$ cat config.mk
export PLATFORM = sky130hd
export DESIGN_NAME = multicycle_ctrl_flat
export DESIGN_NICKNAME = d
export VERILOG_FILES = /design/src/rtl/multicycle_ctrl_if.sv /design/src/rtl/multicycle_ctrl.sv /design/src/flat_wrapper.sv
export SDC_FILE = /design/constraint.sdc
export NUM_CORES = 1
export LEC_CHECK = 0
export CAP_MARGIN = 20
export CORE_MARGIN = 2
export CORE_UTILIZATION = 52
export DETAILED_ROUTE_END_ITERATION = 6
export GPL_TIMING_DRIVEN = 0
export PLACE_DENSITY_LB_ADDON = 0.15
export SKIP_LAST_GASP = 1
export SLEW_MARGIN = 10
export SYNTH_ARGS = -nofsm -noshare
export SYNTH_HDL_FRONTEND = slang
export SYNTH_SLANG_ARGS = --single-unit
export TNS_END_PERCENT = 30
$ cat constraint.sdc
create_clock -name clk -period 6.2 [get_ports clk]
set_input_delay 1.86 -clock clk [delete_from_list [all_inputs] [get_ports clk]]
set_output_delay 1.86 -clock clk [all_outputs]
set_load 0.1 [all_outputs]
$ cat src/rtl/multicycle_ctrl_if.sv
// Controller <-> datapath bundle: opcode/flags/handshake in, strobes and status out.
// master = controller side, slave = datapath/memory side.
interface multicycle_ctrl_if #(
  parameter int OPCODE_W = 4,
  parameter int ALU_OP_W = 3,
  parameter int CNT_W    = 16
);
  logic [OPCODE_W-1:0] opcode;
  logic                zero_flag;
  logic                mem_ack;
  logic                run;
  logic                ir_load;
  logic                pc_enable;
  logic                pc_load;
  logic                imm;
  logic                acc_load;
  logic                rf_write;
  logic [ALU_OP_W-1:0] alu_op;
  logic                mem_req;
  logic                mem_we;
  logic                halted;
  logic                fault;
  logic [CNT_W-1:0]    instr_count;

  modport master (
    input  opcode, zero_flag, mem_ack, run,
    output ir_load, pc_enable, pc_load, imm, acc_load, rf_write, alu_op,
           mem_req, mem_we, halted, fault, instr_count
  );

  modport slave (
    output opcode, zero_flag, mem_ack, run,
    input  ir_load, pc_enable, pc_load, imm, acc_load, rf_write, alu_op,
           mem_req, mem_we, halted, fault, instr_count
  );
endinterface

$ cat src/rtl/multicycle_ctrl.sv
// Multi-cycle FETCH/DECODE/EXECUTE/MEM/HALT controller for the accumulator datapath.
// Define CTRL_MEM_TIMEOUT_EN to fault and halt after MEM_TIMEOUT unacknowledged MEM cycles.
module multicycle_ctrl #(
  parameter int OPCODE_W    = 4,
  parameter int ALU_OP_W    = 3,
  parameter int CNT_W       = 16,
  parameter int MEM_TIMEOUT = 15
) (
  input logic               clk,
  input logic               reset,
  multicycle_ctrl_if.master bus
);
  typedef enum logic [2:0] {S_FETCH, S_DECODE, S_EXEC, S_MEM, S_HALT} state_t;

  localparam logic [ALU_OP_W-1:0] ALU_XOR    = ALU_OP_W'(4);
  localparam logic [ALU_OP_W-1:0] ALU_PASS_B = ALU_OP_W'(5);

  if (OPCODE_W < 4) begin : g_bad_opcode_w
    $error("OPCODE_W must be >= 4");
  end
  if (MEM_TIMEOUT < 1) begin : g_bad_timeout
    $error("MEM_TIMEOUT must be >= 1");
  end

  state_t              r_state, w_next;
  logic                r_fault;
  logic [CNT_W-1:0]    r_count;
  logic [3:0]          w_op;
  logic                w_wide, w_illegal, w_timeout;
  logic                w_set_fault, w_clr_fault;
  logic                w_ir_load, w_pc_enable, w_pc_load, w_imm, w_acc_load, w_rf_write;
  logic                w_mem_req, w_mem_we, w_halted;
  logic [ALU_OP_W-1:0] w_alu_op;

  assign w_op      = bus.opcode[3:0];
  assign w_wide    = (bus.opcode >> 4) != '0;
  assign w_illegal = w_wide || (w_op >= 4'hA && w_op <= 4'hD);

`ifdef CTRL_MEM_TIMEOUT_EN
  localparam int WAIT_W = $clog2(MEM_TIMEOUT + 1);
  logic [WAIT_W-1:0] r_wait_cnt;

  // Counter holds the number of unacknowledged MEM cycles already seen.
  assign w_timeout = (r_wait_cnt == WAIT_W'(MEM_TIMEOUT - 1));

  always_ff @(posedge clk) begin
    if (reset || r_state != S_MEM) r_wait_cnt <= '0;
    else if (!bus.mem_ack)         r_wait_cnt <= r_wait_cnt + WAIT_W'(1);
  end
`else
  assign w_timeout = 1'b0;
`endif

  always_ff @(posedge clk) begin
    if (reset) begin
      r_state <= S_FETCH;
      r_fault <= 1'b0;
      r_count <= '0;
    end else begin
      r_state <= w_next;
      if (w_set_fault)      r_fault <= 1'b1;
      else if (w_clr_fault) r_fault <= 1'b0;
      if (w_pc_enable || w_pc_load) r_count <= r_count + CNT_W'(1);
    end
  end

  always_comb begin
    w_next      = r_state;
    w_set_fault = 1'b0;
    w_clr_fault = 1'b0;
    w_ir_load   = 1'b0;
    w_pc_enable = 1'b0;
    w_pc_load   = 1'b0;
    w_imm       = 1'b0;
    w_acc_load  = 1'b0;
    w_rf_write  = 1'b0;
    w_alu_op    = '0;
    w_mem_req   = 1'b0;
    w_mem_we    = 1'b0;
    w_halted    = 1'b0;
    case (r_state)
      S_FETCH: begin
        w_ir_load = 1'b1;
        w_next    = S_DECODE;
      end
      S_DECODE: begin
        if (w_illegal) begin
          w_set_fault = 1'b1;
          w_next      = S_HALT;
        end else if (w_op == 4'hF)                 w_next = S_HALT;
        else if (w_op == 4'h6 || w_op == 4'h7)     w_next = S_MEM;
        else                                       w_next = S_EXEC;
      end
      S_EXEC: begin
        w_next = S_FETCH;
        if (!w_wide) begin
          case (w_op)
            4'h0, 4'h1, 4'h2, 4'h3, 4'h5: begin
              w_alu_op    = (w_op == 4'h5) ? ALU_XOR : ALU_OP_W'(w_op[1:0]);
              w_acc_load  = 1'b1;
              w_pc_enable = 1'b1;
            end
            4'h4: begin
              w_alu_op    = ALU_PASS_B;
              w_imm       = 1'b1;
              w_rf_write  = 1'b1;
              w_acc_load  = 1'b1;
              w_pc_enable = 1'b1;
            end
            4'hE: w_pc_enable = 1'b1;
            4'h8: w_pc_load   = 1'b1;
            4'h9: begin
              w_pc_load   = bus.zero_flag;
              w_pc_enable = !bus.zero_flag;
            end
            default: ;
          endcase
        end
      end
      S_MEM: begin
        w_mem_req = 1'b1;
        w_mem_we  = (w_op == 4'h7);
        // An ack arriving in the timeout cycle still completes the access.
        if (bus.mem_ack) begin
          w_pc_enable = 1'b1;
          if (w_op == 4'h6) begin
            w_acc_load = 1'b1;
            w_alu_op   = ALU_PASS_B;
          end
          w_next = S_FETCH;
        end else if (w_timeout) begin
          w_set_fault = 1'b1;
          w_next      = S_HALT;
        end
      end
      S_HALT: begin
        w_halted = 1'b1;
        if (bus.run) begin
          w_pc_enable = 1'b1;
          w_clr_fault = 1'b1;
          w_next      = S_FETCH;
        end
      end
      default: w_next = S_FETCH;
    endcase
  end

  assign bus.ir_load     = w_ir_load;
  assign bus.pc_enable   = w_pc_enable;
  assign bus.pc_load     = w_pc_load;
  assign bus.imm         = w_imm;
  assign bus.acc_load    = w_acc_load;
  assign bus.rf_write    = w_rf_write;
  assign bus.alu_op      = w_alu_op;
  assign bus.mem_req     = w_mem_req;
  assign bus.mem_we      = w_mem_we;
  assign bus.halted      = w_halted;
  assign bus.fault       = r_fault;
  assign bus.instr_count = r_count;
endmodule

$ cat src/flat_wrapper.sv
// flat-port wrapper written by rule: the top's interface ports become plain ports
module multicycle_ctrl_flat 
#(
  parameter int OPCODE_W    = 4,
  parameter int ALU_OP_W    = 3,
  parameter int CNT_W       = 16,
  parameter int MEM_TIMEOUT = 15
)
  (clk, reset, bus_opcode, bus_zero_flag, bus_mem_ack, bus_run, bus_ir_load, bus_pc_enable, bus_pc_load, bus_imm, bus_acc_load, bus_rf_write, bus_alu_op, bus_mem_req, bus_mem_we, bus_halted, bus_fault, bus_instr_count);
  multicycle_ctrl_if #(.OPCODE_W(OPCODE_W), .ALU_OP_W(ALU_OP_W), .CNT_W(CNT_W)) bus_i ();
  input logic clk;
  input logic reset;
  input wire logic [$bits(bus_i.opcode)-1:0] bus_opcode;
  input wire logic [$bits(bus_i.zero_flag)-1:0] bus_zero_flag;
  input wire logic [$bits(bus_i.mem_ack)-1:0] bus_mem_ack;
  input wire logic [$bits(bus_i.run)-1:0] bus_run;
  output wire logic [$bits(bus_i.ir_load)-1:0] bus_ir_load;
  output wire logic [$bits(bus_i.pc_enable)-1:0] bus_pc_enable;
  output wire logic [$bits(bus_i.pc_load)-1:0] bus_pc_load;
  output wire logic [$bits(bus_i.imm)-1:0] bus_imm;
  output wire logic [$bits(bus_i.acc_load)-1:0] bus_acc_load;
  output wire logic [$bits(bus_i.rf_write)-1:0] bus_rf_write;
  output wire logic [$bits(bus_i.alu_op)-1:0] bus_alu_op;
  output wire logic [$bits(bus_i.mem_req)-1:0] bus_mem_req;
  output wire logic [$bits(bus_i.mem_we)-1:0] bus_mem_we;
  output wire logic [$bits(bus_i.halted)-1:0] bus_halted;
  output wire logic [$bits(bus_i.fault)-1:0] bus_fault;
  output wire logic [$bits(bus_i.instr_count)-1:0] bus_instr_count;
  assign bus_i.opcode = bus_opcode;
  assign bus_i.zero_flag = bus_zero_flag;
  assign bus_i.mem_ack = bus_mem_ack;
  assign bus_i.run = bus_run;
  assign bus_ir_load = bus_i.ir_load;
  assign bus_pc_enable = bus_i.pc_enable;
  assign bus_pc_load = bus_i.pc_load;
  assign bus_imm = bus_i.imm;
  assign bus_acc_load = bus_i.acc_load;
  assign bus_rf_write = bus_i.rf_write;
  assign bus_alu_op = bus_i.alu_op;
  assign bus_mem_req = bus_i.mem_req;
  assign bus_mem_we = bus_i.mem_we;
  assign bus_halted = bus_i.halted;
  assign bus_fault = bus_i.fault;
  assign bus_instr_count = bus_i.instr_count;
  multicycle_ctrl #(.OPCODE_W(OPCODE_W), .ALU_OP_W(ALU_OP_W), .CNT_W(CNT_W), .MEM_TIMEOUT(MEM_TIMEOUT)) u_core (.clk(clk), .reset(reset), .bus(bus_i));
endmodule
==> reports/results.tsv <==
stage	metric	value	unit
die	row cnt	18	
sta	fin crit share	100	%
flow_run	Maximum Capacitance Violations	0	
synthesis	cells after synthesis	169	
sta	RSZ-0062 raised after global routing	true	
clocking	Num CTS Buffers	3	
critical_path	crit path launch type	input port	
global_route	GRT Total Usage	22.2	%
die	chip width	56.1	µm
routing	drt first pass iters	4	
sta	setup slack after layout	-0.0210	ns
clocking	CTS max path bufs	2	
placed_design	Port-buffer cells	37	
synthesis	synth warn	0	
routing	Initial DRC Count	48	
clocking	CTS root buf	clkbuf_4	
power	Total Power	0.280	mW
sta	Fin Hold WS	0.486	ns
sta	slew margin rel.	32.8	%
finish	Area Overhead vs Synth	31.1	%
sta	f_max	0.161	GHz
finish	fin nets	221	
critical_path	crit-path max FO	10	
routing	drt total wl	3440	µm
power	worst vdd ir	117	µV
synthesis	Post-synth ARST share	0	%
synthesis	post-synth cell types	43	
sta	Final Setup Violations	2	
finish	fraction of layout cells with a size suffix above 1	15.3	%
placed_design	placed cell count	236	
clocking	hold buffer count at cts	0	
critical_path	CP Capture Type	output pin	
synthesis	top-area cell type share of the netlist area	28.4	%
synthesis	share of the yosys chip area belonging to registers	28.4	%
sta	Worst Skew	0.00836	ns
synthesis	synth cell count leaders	dfxtp_1 (20), nor2_1 (20), nor2b_1 (15)	
die	I/O Pins	38	
global_route	first-pass GRT wire length	5730	µm
die	Die H	56.1	µm
die	core area	2520	µm²
run_status	status	complete, but fails checks	
global_route	GRT met1 Usage	29.2	%
critical_path	worst endpoint required time	4.34	ns
synthesis	Post-synth EDFFs	0	
routing	Antenna Nets Post-Route	0	
sta	Tmin final	6.22	ns
power	LEAKAGE	0.705	nW
clocking	CTS H-tree depth	1	
sta	Hold Violations, Final	0	
synthesis	#FFs+latches synth	20	
routing	via count	1389	
routing	WL/cell	14.4	µm
finish	fin cells	239	
synthesis	Syn Nets	179	
global_route	total grt overflow	0	
placed_design	hpwl dp	2610	µm
synthesis	largest area contributor in the netlist	dfxtp_1	
clocking	CTS tree	yes	
worst_hold_path	Worst Hold Class	reg -> reg	
finish	diode count	0	
run_status	failing checks	negative setup slack	
global_route	met2 usage in global routing	36.5	%
die	Die ar.	3140	µm²
placed_design	Final Wtd Congestion	0.825	
synthesis	Mapped Area	1410	µm²
synthesis	average size of a mapped cell	8.34	µm²
global_route	busiest grt layer	met2	
routing	number of remaining DRC errors	0	
global_route	initial antenna violation count	0	
clocking	Clock transition at path regs	0.11	ns
critical_path	Setup CP Type	in -> out	
die	initial core utilization	55.9	%
sta	Slew @ Worst Pin	1.01	ns
power	pwr/cell area	152	nW/µm²
clocking	# Post-CTS Setup Buffers	0	
routing	number of vias per cell	5.81	
clocking	# clock sinks	20	
synthesis	Synth Flop Type	dfxtp_1	
global_route	largest net degree at the start of global routing	11	
global_route	met3 usage	5.12	%
sta	Slew Limit Fails	0	
clocking	worst-skew pair later-pin latency	0.30	ns
global_route	vias in the first global route	1256	
critical_path	Worst EP arrival	4.36	ns
finish	fillers	210	
synthesis	Area contributors post-synth	dfxtp_1 (28%), nor2b_1 (6.7%), mux2_1 (5.6%), nor2_1 (5.3%), mux2_2 (4.8%)	
[final timing paths]
path / from / depth (start not counted) / slack (ns) / to
setup / recovery: bus_opcode[1] / 7 / -0.02 / bus_acc_load
hold / removal: u_core.bus.fault / 2 / 0.49 / u_core.bus.fault
setup reg to reg: u_core.bus.instr_count[4] / 5 / 4.32 / u_core.bus.instr_count[15]
hold reg to reg: u_core.bus.fault / 2 / 0.49 / u_core.bus.fault
[final cells by class]
class,count,area (µm²),area share [%]
tap,30,37.5,2.03
buffer,13,86.3,4.67
inverter,4,15.0,0.812
clock buffer,3,22.5,1.22
sequential,20,400,21.7
timing repair buffer,37,372,20.1
multi-input combinational,132,915,49.5
[where the power goes]
part / switching [mW] / internal, mW / total (mW)
registers: 0.00431 / 0.131 / 0.136
logic: 0.0586 / 0.0251 / 0.0837
clock network: 0.0385 / 0.0227 / 0.0612
[timing repair]
item	CTS	global route
endpoints found under the hold margin	0	0
gates resized for setup	1	1
endpoints found under the setup margin	4	3
[stage by stage]
step | util, % | TNS, ns | setup slack, ns | cell area [µm²]
2_1_floorplan | - | -0.381 | -0.191 | 1420
3_3_place_gp | 72.3 | -0.146 | -0.146 | 1820
3_5_place_dp | 72.3 | -0.247 | -0.137 | 1820
4_1_cts | 73.2 | -0.126 | -0.0792 | 1850
5_1_grt | 73.3 | -0.358 | -0.192 | 1850
6_report | 73.3 | -0.0319 | -0.0210 | 1850
[cell families after synthesis]
logic type | count (synthesis) | synth area share [%]
adder cells (fa/ha/maj) | 1 | 0.887
AND/OR/NAND/NOR | 79 | 31.2
multiplexers | 14 | 11.4
flip-flops | 20 | 28.4
XOR/XNOR | 1 | 0.621
buffers and inverters | 17 | 7.19
AO/OA/AOI/OAI | 37 | 20.2
[cell usage in the layout (no fill, tap or decap), drive strengths merged, types with 10 or more instances in the layout]
| cell type | count |
|---|---|
| clkdlybuf4s50 | 35 |
| nor2 | 20 |
| dfxtp | 20 |
| nor2b | 15 |
| a21oi | 14 |
| mux2 | 14 |
| nand2 | 12 |
| buf | 10 |
[layer usage]
metal | share of wire [%] | vias up
met3 | 5.0 | 4
met1 | 47 | 660
met4 | 0.84 | 0
li1 | - | 688
met5 | 0 | -
met2 | 48 | 37
[flip-flops by register name, indices dropped and copies added, names as in the netlist]
name / cells
u_core.bus.fault: 1
u_core.bus.instr_count: 16
u_core.r_state: 3
[worst max-delay path: stages]
cell,delay (ns)
clkdlybuf4s50_1,0.47
buf_2,0.21
nand2_1,0.10
nor3b_1,0.27
nand2_1,0.13
o21ai_0,0.17
clkdlybuf4s50_1,1.15
Note: power is estimated with default switching activity, not from simulation.
